==> config.mk <==
export PLATFORM = sky130hd
export DESIGN_NAME = disp_flip_ctrl
export DESIGN_NICKNAME = d
export VERILOG_FILES = /design/src/rtl/disp_flip_ctrl.sv
export SDC_FILE = /design/constraint.sdc
export NUM_CORES = 1
export LEC_CHECK = 0
export CORE_MARGIN = 3
export CORE_UTILIZATION = 38
export DETAILED_ROUTE_END_ITERATION = 6
export PLACE_DENSITY = 0.84
export SYNTH_ARGS = -nofsm -noshare
export SYNTH_HDL_FRONTEND = slang
export SYNTH_SLANG_ARGS = --single-unit
==> constraint.sdc <==
create_clock -name clk -period 4.03 [get_ports clk]
set_clock_uncertainty 0.05 [all_clocks]
set_input_delay 0.806 -clock clk [delete_from_list [all_inputs] [get_ports clk]]
set_output_delay 0.806 -clock clk [all_outputs]
set_load 0.03 [all_outputs]
==> src/rtl/disp_flip_ctrl.sv <==
// Display start-up and tear-free frame-buffer flip controller; flips are applied only at VBLANK.
// Define DISP_FRAME_CNT_EN to build the serviced-blank counter on frame_cnt (otherwise tied to 0).
module disp_flip_ctrl #(
    parameter int unsigned          ADDR_W     = 30,
    parameter int unsigned          NUM_BUF    = 2,
    parameter logic [ADDR_W-1:0]    BASE_ADDR  = 30'h10a64580,
    parameter logic [ADDR_W-1:0]    BUF_STRIDE = 30'h00096000,
    localparam int unsigned         IDX_W      = (NUM_BUF > 1) ? $clog2(NUM_BUF) : 1
) (
    input  logic              clk,
    input  logic              rst,
    input  logic              VBLANK,
    output logic              CLRVBLNK,
    output logic [ADDR_W-1:0] DISPADDR,
    output logic              DISPON,
    input  logic              disp_en,
    input  logic              flip_req,
    input  logic [IDX_W-1:0]  flip_idx,
    output logic              flip_ready,
    output logic              flip_err,
    output logic              flip_done,
    output logic [IDX_W-1:0]  disp_idx,
    output logic [15:0]       frame_cnt,
    output logic [2:0]        state
);

    typedef enum logic [2:0] {
        StInit      = 3'd0,
        StWaitFirst = 3'd1,
        StRun       = 3'd2,
        StClear     = 3'd3
    } state_e;

    localparam logic [IDX_W:0] NumBufCmp = (IDX_W + 1)'(NUM_BUF);

    state_e            state_q;
    logic              pending;
    logic [IDX_W-1:0]  pend_idx;
    logic [ADDR_W-1:0] flip_addr;
    logic              take_req;
    logic              idx_ok;

    assign flip_ready = ~pending;
    assign take_req   = flip_req & ~pending;
    assign idx_ok     = {1'b0, flip_idx} < NumBufCmp;
    assign flip_addr  = BASE_ADDR + ADDR_W'(pend_idx) * BUF_STRIDE;
    assign state      = state_q;

    always_ff @(posedge clk or negedge rst) begin
        if (!rst) begin
            state_q   <= StInit;
            CLRVBLNK  <= 1'b1;
            DISPADDR  <= '0;
            DISPON    <= 1'b0;
            disp_idx  <= '0;
            pending   <= 1'b0;
            pend_idx  <= '0;
            flip_err  <= 1'b0;
            flip_done <= 1'b0;
        end else begin
            flip_done <= 1'b0;
            flip_err  <= 1'b0;
            case (state_q)
                StInit: begin
                    CLRVBLNK <= 1'b0;
                    state_q  <= StWaitFirst;
                end
                StWaitFirst: begin
                    if (VBLANK) begin
                        DISPADDR <= BASE_ADDR;
                        DISPON   <= disp_en;
                        disp_idx <= '0;
                        CLRVBLNK <= 1'b1;
                        state_q  <= StClear;
                    end
                end
                StRun: begin
                    if (VBLANK) begin
                        if (pending) begin
                            DISPADDR  <= flip_addr;
                            disp_idx  <= pend_idx;
                            pending   <= 1'b0;
                            flip_done <= 1'b1;
                        end
                        DISPON   <= disp_en;
                        CLRVBLNK <= 1'b1;
                        state_q  <= StClear;
                    end
                end
                StClear: begin
                    if (!VBLANK) begin
                        CLRVBLNK <= 1'b0;
                        state_q  <= StRun;
                    end
                end
                default: state_q <= StInit;
            endcase
            // take_req implies !pending, so this never collides with the clear above
            if (take_req) begin
                if (idx_ok) begin
                    pending  <= 1'b1;
                    pend_idx <= flip_idx;
                end else begin
                    flip_err <= 1'b1;
                end
            end
        end
    end

`ifdef DISP_FRAME_CNT_EN
    logic [15:0] frame_q;
    logic        blank_served;

    assign blank_served = VBLANK & ((state_q == StWaitFirst) | (state_q == StRun));

    always_ff @(posedge clk or negedge rst) begin
        if (!rst) begin
            frame_q <= '0;
        end else if (blank_served) begin
            frame_q <= frame_q + 16'd1;
        end
    end

    assign frame_cnt = frame_q;
`else
    assign frame_cnt = 16'd0;
`endif

endmodule

Word level (Yosys, flattened, before mapping)
Index checks and enable logic that the tools add are counted.

Register bits: 39. Input bits: 6. Output and inout port bits: 55.

$add $sub $neg: 1. Multipliers: 1. Equality and inequality tests: 8. Muxes and demuxes: 19. Bitwise operators: 2. Reduce and logical (&&, ||, !) cells: 11.

Operators with widths (number): 30-bit two-way mux (3); 30-bit one-hot mux with 2 select lines (1); 29-bit by 21-bit adder with 30-bit output, first input constant (1); 1-bit two-way mux (10); 3-bit one-hot mux with 3 select lines (1); 1-bit by 7-bit multiplier with 8-bit output, second input constant (1); 2-bit != test, second input constant (4); 3-bit by 2-bit == test with 1-bit output, second input constant (2); 3-bit two-way mux (2); 2-bit AND reduction (3); 2-bit nonzero test (3); 4-bit AND reduction (1); 3-bit by 1-bit == test with 1-bit output, second input constant (1); 3-bit zero test (1); 1-bit one-hot mux with 3 select lines (1); 3-bit AND reduction (1); 3-bit nonzero test (1); 2-bit by 1-bit != test with 1-bit output, second input constant (1); 1-bit one-hot mux with 2 select lines (1); 2-bit OR reduction (1); 1-bit AND (1); 1-bit NOT (1).

Depth between registers and ports, before layout
Depth in word-level cells: 5. Gate-level depth with buffers: 5. Mapped depth without buffers: 5.

Worst setup path before layout
OpenSTA, ideal clock, no wires.

Path type: flip-flop to flip-flop. From: reg state_q[0], in the netlist state[0]. To: reg DISPADDR[23]. Setup time: 0.126 ns. Arrival: 1.593 ns. Data required time: 3.854 ns. Path slack: 2.261 ns. Stages on the path, launching flop included: 5. Path buffers: 0. Clock period less this slack: 1.769 ns. Path through: dfrtp_1 -> inv_1 -> ha_1 -> mux2_4 -> a221o_1.

Longest elaborated chain between the ends: 3. Elaborated cells on any way between the ends: 8.

Ends and longest elaborated chain: start: declaration (RTL line 36) `state_e state_q;`; start signal: assignment (RTL line 51) `state_q <= StInit;`; start signal: assignment (RTL line 66) `state_q <= StWaitFirst;`; start signal: assignment (RTL line 74) `state_q <= StClear;`; 3-bit by 2-bit == test with 1-bit output or 3-bit by 1-bit == test with 1-bit output (tied branches) (RTL line 63) `case (state_q)`; 2-bit != test (no source line) or 2-bit nonzero test (tied branches); 4-bit AND reduction (no source line); end signal: assignment (RTL line 80) `DISPADDR <= flip_addr;`; end: declaration (RTL line 14) `output logic [ADDR_W-1:0] DISPADDR,`.

Parallel ways exist; a longest one is shown, timed or not. A chain may end at the register's enable or synchronous reset.

Worst setup path after layout
From: reg pending. To: out flip_ready.

Longest elaborated chain between the ends: 1.

Ends and longest elaborated chain: start: declaration (RTL line 37) `logic pending;`; start signal: assignment (RTL line 56) `pending <= 1'b0;`; start signal: assignment (RTL line 82) `pending <= 1'b0;`; start signal: assignment (RTL line 101) `pending <= 1'b1;`; 1-bit NOT (RTL line 43) `assign flip_ready = ~pending;`; end: declaration (RTL line 19) `output logic flip_ready,`.

Every way passes these cells.

==> impl_results.html <==
<table>
<tr><th>Metric</th><th>Value</th></tr>
<tr><th colspan="2">CTS</th></tr>
<tr><td>Total number of clock tree sinks</td><td>10</td></tr>
<tr><td>H-tree level count</td><td>1</td></tr>
<tr><td>Clock slew at the register clock pins of the worst setup and hold paths</td><td>70 ps</td></tr>
<tr><td>Post-cts repair resize count</td><td>0</td></tr>
<tr><td>Clock tree buffer depth</td><td>2</td></tr>
<tr><td>Number of hold buffers added after CTS</td><td>0</td></tr>
<tr><td>Clock buffer count from CTS</td><td>3</td></tr>
<tr><td>Latest clock arrival within the worst-skew pair</td><td>260 ps</td></tr>
<tr><td>Clock Tree Root</td><td>sky130_fd_sc_hd__clkbuf_4</td></tr>
<tr><td>Clock tree from TritonCTS</td><td>built</td></tr>
<tr><td>Number of buffers inserted to repair setup after CTS</td><td>0</td></tr>
<tr><th colspan="2">Timing</th></tr>
<tr><td>RSZ-0062 raised after global routing</td><td>no</td></tr>
<tr><td>Shortest period the worst path allows</td><td>2351 ps</td></tr>
<tr><td>Pins over their slew limit</td><td>0</td></tr>
<tr><td>Worst Setup Slack, final</td><td>1679 ps</td></tr>
<tr><td>FMAX</td><td>425.3 MHz</td></tr>
<tr><td>Portion of the clock cycle consumed by the worst path in the final layout</td><td>58.34%</td></tr>
<tr><td>Total negative setup slack</td><td>0 ps</td></tr>
<tr><td>Number of hold violations in the final report</td><td>0</td></tr>
<tr><td>Setup violation total in the final timing report</td><td>0</td></tr>
<tr><td>WHS</td><td>456.0 ps</td></tr>
<tr><th colspan="2">Route</th></tr>
<tr><td>Detailed Route WL</td><td>1453 um</td></tr>
<tr><td>Remaining design rule violation count</td><td>0</td></tr>
<tr><td>Count of nets left with antenna violations after detail routing</td><td>0</td></tr>
<tr><td>Routed len/inst</td><td>10.53 um</td></tr>
<tr><td>Via count</td><td>576</td></tr>
<tr><td>Violation count after the first detailed-routing iteration</td><td>4</td></tr>
<tr><td>First-pass detailed-route iteration total</td><td>4</td></tr>
<tr><td>Number of vias per cell</td><td>4.174</td></tr>
<tr><th colspan="2">Synthesis</th></tr>
<tr><td>Number of warnings printed during yosys synthesis</td><td>0</td></tr>
<tr><td>Post-synth cell types</td><td>28</td></tr>
<tr><td>Leading post-synthesis cells by cell area</td><td>sky130_fd_sc_hd__buf_4, sky130_fd_sc_hd__dfrtp_1, sky130_fd_sc_hd__ha_1</td></tr>
<tr><td>Post-synthesis cell count</td><td>95</td></tr>
<tr><td>Library cell occupying the most area in the post-synthesis netlist</td><td>sky130_fd_sc_hd__buf_4</td></tr>
<tr><td>Cell area after synthesis</td><td>888.4 um2</td></tr>
<tr><td>Avg Cell Area, Syn</td><td>9.351 um2</td></tr>
<tr><td>Proportion of synthesized chip area in sequential cells</td><td>28.31%</td></tr>
<tr><td>Register bit count reported by yosys</td><td>10</td></tr>
<tr><td>Area share of the leading cell type in the synthesized netlist</td><td>38.87%</td></tr>
<tr><th colspan="2">Setup path</th></tr>
<tr><td>Data required, critical path</td><td>3170 ps</td></tr>
<tr><td>Crit Path Class</td><td>register to output pin</td></tr>
<tr><td>Max Fanout on Critical Path</td><td>6</td></tr>
<tr><td>Critical Path Sink</td><td>flip_ready</td></tr>
<tr><td>WP data arrival</td><td>1500 ps</td></tr>
<tr><td>Buffering stage count on the worst path with inverters included</td><td>2</td></tr>
<tr><td>CP startpoint</td><td>pending</td></tr>
<tr><td>Register-to-register setup slack</td><td>2350 ps</td></tr>
<tr><td>Family of cells with the greatest summed delay on the critical path</td><td>buffers and inverters</td></tr>
<tr><td>Largest incremental delay on the critical path</td><td>680 ps</td></tr>
<tr><td>Library cell contributing the largest single delay on the critical path</td><td>sky130_fd_sc_hd__clkdlybuf4s50_1</td></tr>
<tr><td>Path length in cells of the critical path</td><td>2</td></tr>
<tr><td>Depth of the most critical reg-to-reg path</td><td>4</td></tr>
<tr><td>CP startpoint kind</td><td>register</td></tr>
<tr><td>R2R Path Start</td><td>state[0]</td></tr>
<tr><td>Crit path capture type</td><td>output pin</td></tr>
<tr><td>CP Cell Sequence</td><td>inv_1, clkdlybuf4s50_1</td></tr>
<tr><td>Worst reg2reg endpoint</td><td>DISPADDR[23]</td></tr>
<tr><th colspan="2">Floorplan</th></tr>
<tr><td>Effective utilization at floorplan</td><td>42.67%</td></tr>
<tr><td>Io pins</td><td>61</td></tr>
<tr><td>Die outline area</td><td>0.002954 mm2</td></tr>
<tr><td>Horizontal extent of the die</td><td>54.35 um</td></tr>
<tr><td>Number of rows in the core area</td><td>16</td></tr>
<tr><td>Die height</td><td>54.35 um</td></tr>
<tr><td>Floorplan core area</td><td>0.002082 mm2</td></tr>
<tr><th colspan="2">Global route</th></tr>
<tr><td>First-pass GRT wire length</td><td>2214 um</td></tr>
<tr><td>Residual overflow from global routing</td><td>0</td></tr>
<tr><td>Number of antenna violations at the first check in global routing</td><td>0</td></tr>
<tr><td>Largest net degree at the start of global routing</td><td>12</td></tr>
<tr><td>Number of global-route vias before repair</td><td>526</td></tr>
<tr><td>Total global routing track utilization</td><td>10.38%</td></tr>
<tr><th colspan="2">Finish</th></tr>
<tr><td>Fill count</td><td>204</td></tr>
<tr><td>Synth-to-Final Area Change</td><td>10.99%</td></tr>
<tr><td>Fraction of layout instances using a drive strength above 1</td><td>10.81%</td></tr>
<tr><td>Layout Utilization</td><td>47.36%</td></tr>
<tr><td>Nets</td><td>123</td></tr>
<tr><td>N_diodes</td><td>0</td></tr>
<tr><th colspan="2">Worst hold path</th></tr>
<tr><td>Path class of the lowest-slack min-delay path</td><td>register to register</td></tr>
<tr><th colspan="2">Power and ir drop</th></tr>
<tr><td>Part of the total power dissipated in sequential elements</td><td>25.7%</td></tr>
<tr><td>Worst voltage drop across the vdd grid</td><td>0.0002372 V</td></tr>
<tr><td>Leak</td><td>0.4958 nW</td></tr>
<tr><td>Int Power</td><td>0.3503 mW</td></tr>
<tr><td>Relative contribution of combinational cells to total power</td><td>60.7%</td></tr>
<tr><td>Switching Share</td><td>46.88%</td></tr>
<tr><td>Power consumption</td><td>0.6594 mW</td></tr>
<tr><td>Total power per unit cell area</td><td>668.8 mW/mm2</td></tr>
<tr><td>Clock share of power</td><td>13.6%</td></tr>
<tr><td>Switching power</td><td>0.3092 mW</td></tr>
<tr><th colspan="2">Status</th></tr>
<tr><td>Status</td><td>complete, no violations</td></tr>
<tr><th colspan="2">Place</th></tr>
<tr><td>Gp weighted congestion</td><td>0.7710</td></tr>
<tr><td>IO buf count</td><td>25</td></tr>
<tr><td>Worst setup slack before clock tree synthesis</td><td>1839 ps</td></tr>
<tr><td>Detailed Place HPWL</td><td>1248 um</td></tr>
<tr><th colspan="2">Flow run</th></tr>
<tr><td>Max cap viols</td><td>0</td></tr>
</table>
## placed cells by master (no fill, tap or decap), drive strengths merged
| master | count |
|---|---|
| a21boi | 1 |
| a31o | 1 |
| ha | 5 |
| clkbuf | 4 |
| nand2 | 3 |
| conb | 35 |
| and3 | 1 |
| a221oi | 1 |
| a221o | 1 |
| nand3 | 1 |
| and3b | 1 |
| a2bb2oi | 1 |
| clkdlybuf4s50 | 25 |
| nor2 | 3 |
| nor2b | 1 |
| a21oi | 1 |
| nand3b | 1 |
| dfstp | 1 |
| dfrtp | 9 |
| nand2b | 1 |
| mux2 | 2 |
| inv | 5 |
| o21ba | 1 |
| o21ai | 2 |
| o311ai | 1 |
| mux2i | 2 |
| nand4 | 1 |
## state kept, by name, indices dropped and copies added (netlist names)
signal,cells
flip_done,1
pend_idx,1
CLRVBLNK,1
state,2
DISPADDR,2
DISPON,1
pending,1
disp_idx,1
## kinds of logic (layout without fill, tap and decap cells)
kind of cell	Yosys count	count (layout)	share of synthesized area, %
compound gates	10	10	9.437
fa+ha+maj	5	5	7.042
buf+inv	52	34	41.55
flops	10	10	28.31
mux	4	4	5.211
other cells	1	35	0.4221
simple gates	13	13	8.029
## through the flow
stage | std cells | instance area [um2]
floorplan | 129 | 1016
global placement | 134 | 949.7
detailed placement | 134 | 949.7
CTS | 138 | 985.9
global route | 138 | 985.9
finish | 138 | 985.9
## layout make-up
type                            count  area (um2)  share of cell area (%)
Multi-Input combinational cell     67       395.4                   40.10
Clock buffer                        4       36.28                   3.680
Inverter                            5       18.77                   1.904
Sequential cell                    10       251.5                   25.51
Timing Repair Buffer               25       250.2                   25.38
Tap cell                           27       33.78                   3.426
## Yosys cell counts
| library cell | number |
|---|---|
| sky130_fd_sc_hd__buf_4 | 46 |
| sky130_fd_sc_hd__dfrtp_1 | 9 |
| sky130_fd_sc_hd__ha_1 | 5 |
| sky130_fd_sc_hd__inv_1 | 5 |
| sky130_fd_sc_hd__nand2_1 | 3 |
| sky130_fd_sc_hd__nor2_1 | 3 |
| sky130_fd_sc_hd__mux2i_1 | 2 |
| sky130_fd_sc_hd__o21ai_0 | 2 |
| sky130_fd_sc_hd__a21boi_0 | 1 |
| sky130_fd_sc_hd__a21oi_1 | 1 |
| sky130_fd_sc_hd__a221o_1 | 1 |
| sky130_fd_sc_hd__a221oi_2 | 1 |
| sky130_fd_sc_hd__a2bb2oi_1 | 1 |
| sky130_fd_sc_hd__a31o_2 | 1 |
| sky130_fd_sc_hd__and3_2 | 1 |
| sky130_fd_sc_hd__and3b_2 | 1 |
| sky130_fd_sc_hd__buf_2 | 1 |
| sky130_fd_sc_hd__conb_1 | 1 |
| sky130_fd_sc_hd__dfstp_2 | 1 |
| sky130_fd_sc_hd__mux2_2 | 1 |
| sky130_fd_sc_hd__mux2_4 | 1 |
| sky130_fd_sc_hd__nand2b_1 | 1 |
| sky130_fd_sc_hd__nand3_1 | 1 |
| sky130_fd_sc_hd__nand3b_1 | 1 |
| sky130_fd_sc_hd__nand4_1 | 1 |
| sky130_fd_sc_hd__nor2b_1 | 1 |
| sky130_fd_sc_hd__o21ba_2 | 1 |
| sky130_fd_sc_hd__o311ai_0 | 1 |
## layer usage
| metal | routed length, um | up-vias | global-route usage [%] | share of wire, % |
|---|---|---|---|---|
| met4 | 42 | 0 | 5.809 | 2.9 |
| met3 | 179 | 6 | 3.815 | 12 |
| met2 | 748 | 43 | 19.12 | 51 |
| met1 | 481 | 267 | 9.752 | 33 |
| met5 | 0 | - | 0 | 0 |
| li1 | - | 260 | - | - |
## worst min path at each step
stage	startpoint	to	slack [ps]	depth (start not counted)
6_report	CLRVBLNK	CLRVBLNK	460	2
5_1_grt	DISPON	DISPON	480	1
4_1_cts	CLRVBLNK	CLRVBLNK	460	2
3_5_place_dp	CLRVBLNK	CLRVBLNK	440	2
3_3_place_gp	CLRVBLNK	CLRVBLNK	440	2
2_1_floorplan	pend_idx	disp_idx	450	2
## power groups by stage
stage	registers (mW)	logic [mW]	clock network, mW
after floorplan	0.220	0.269	0
after global placement	0.170	0.388	0
after detailed placement	0.173	0.400	0
after CTS	0.171	0.401	0.0913
after global routing	0.175	0.431	0.0987
final	0.170	0.400	0.0895
## worst min-delay path: cells and delay by family, from the launching register on
family,cells,cell delay [ps]
flops,1,380
simple gates,2,130
No activity file was read; power rests on OpenSTA's default activity.
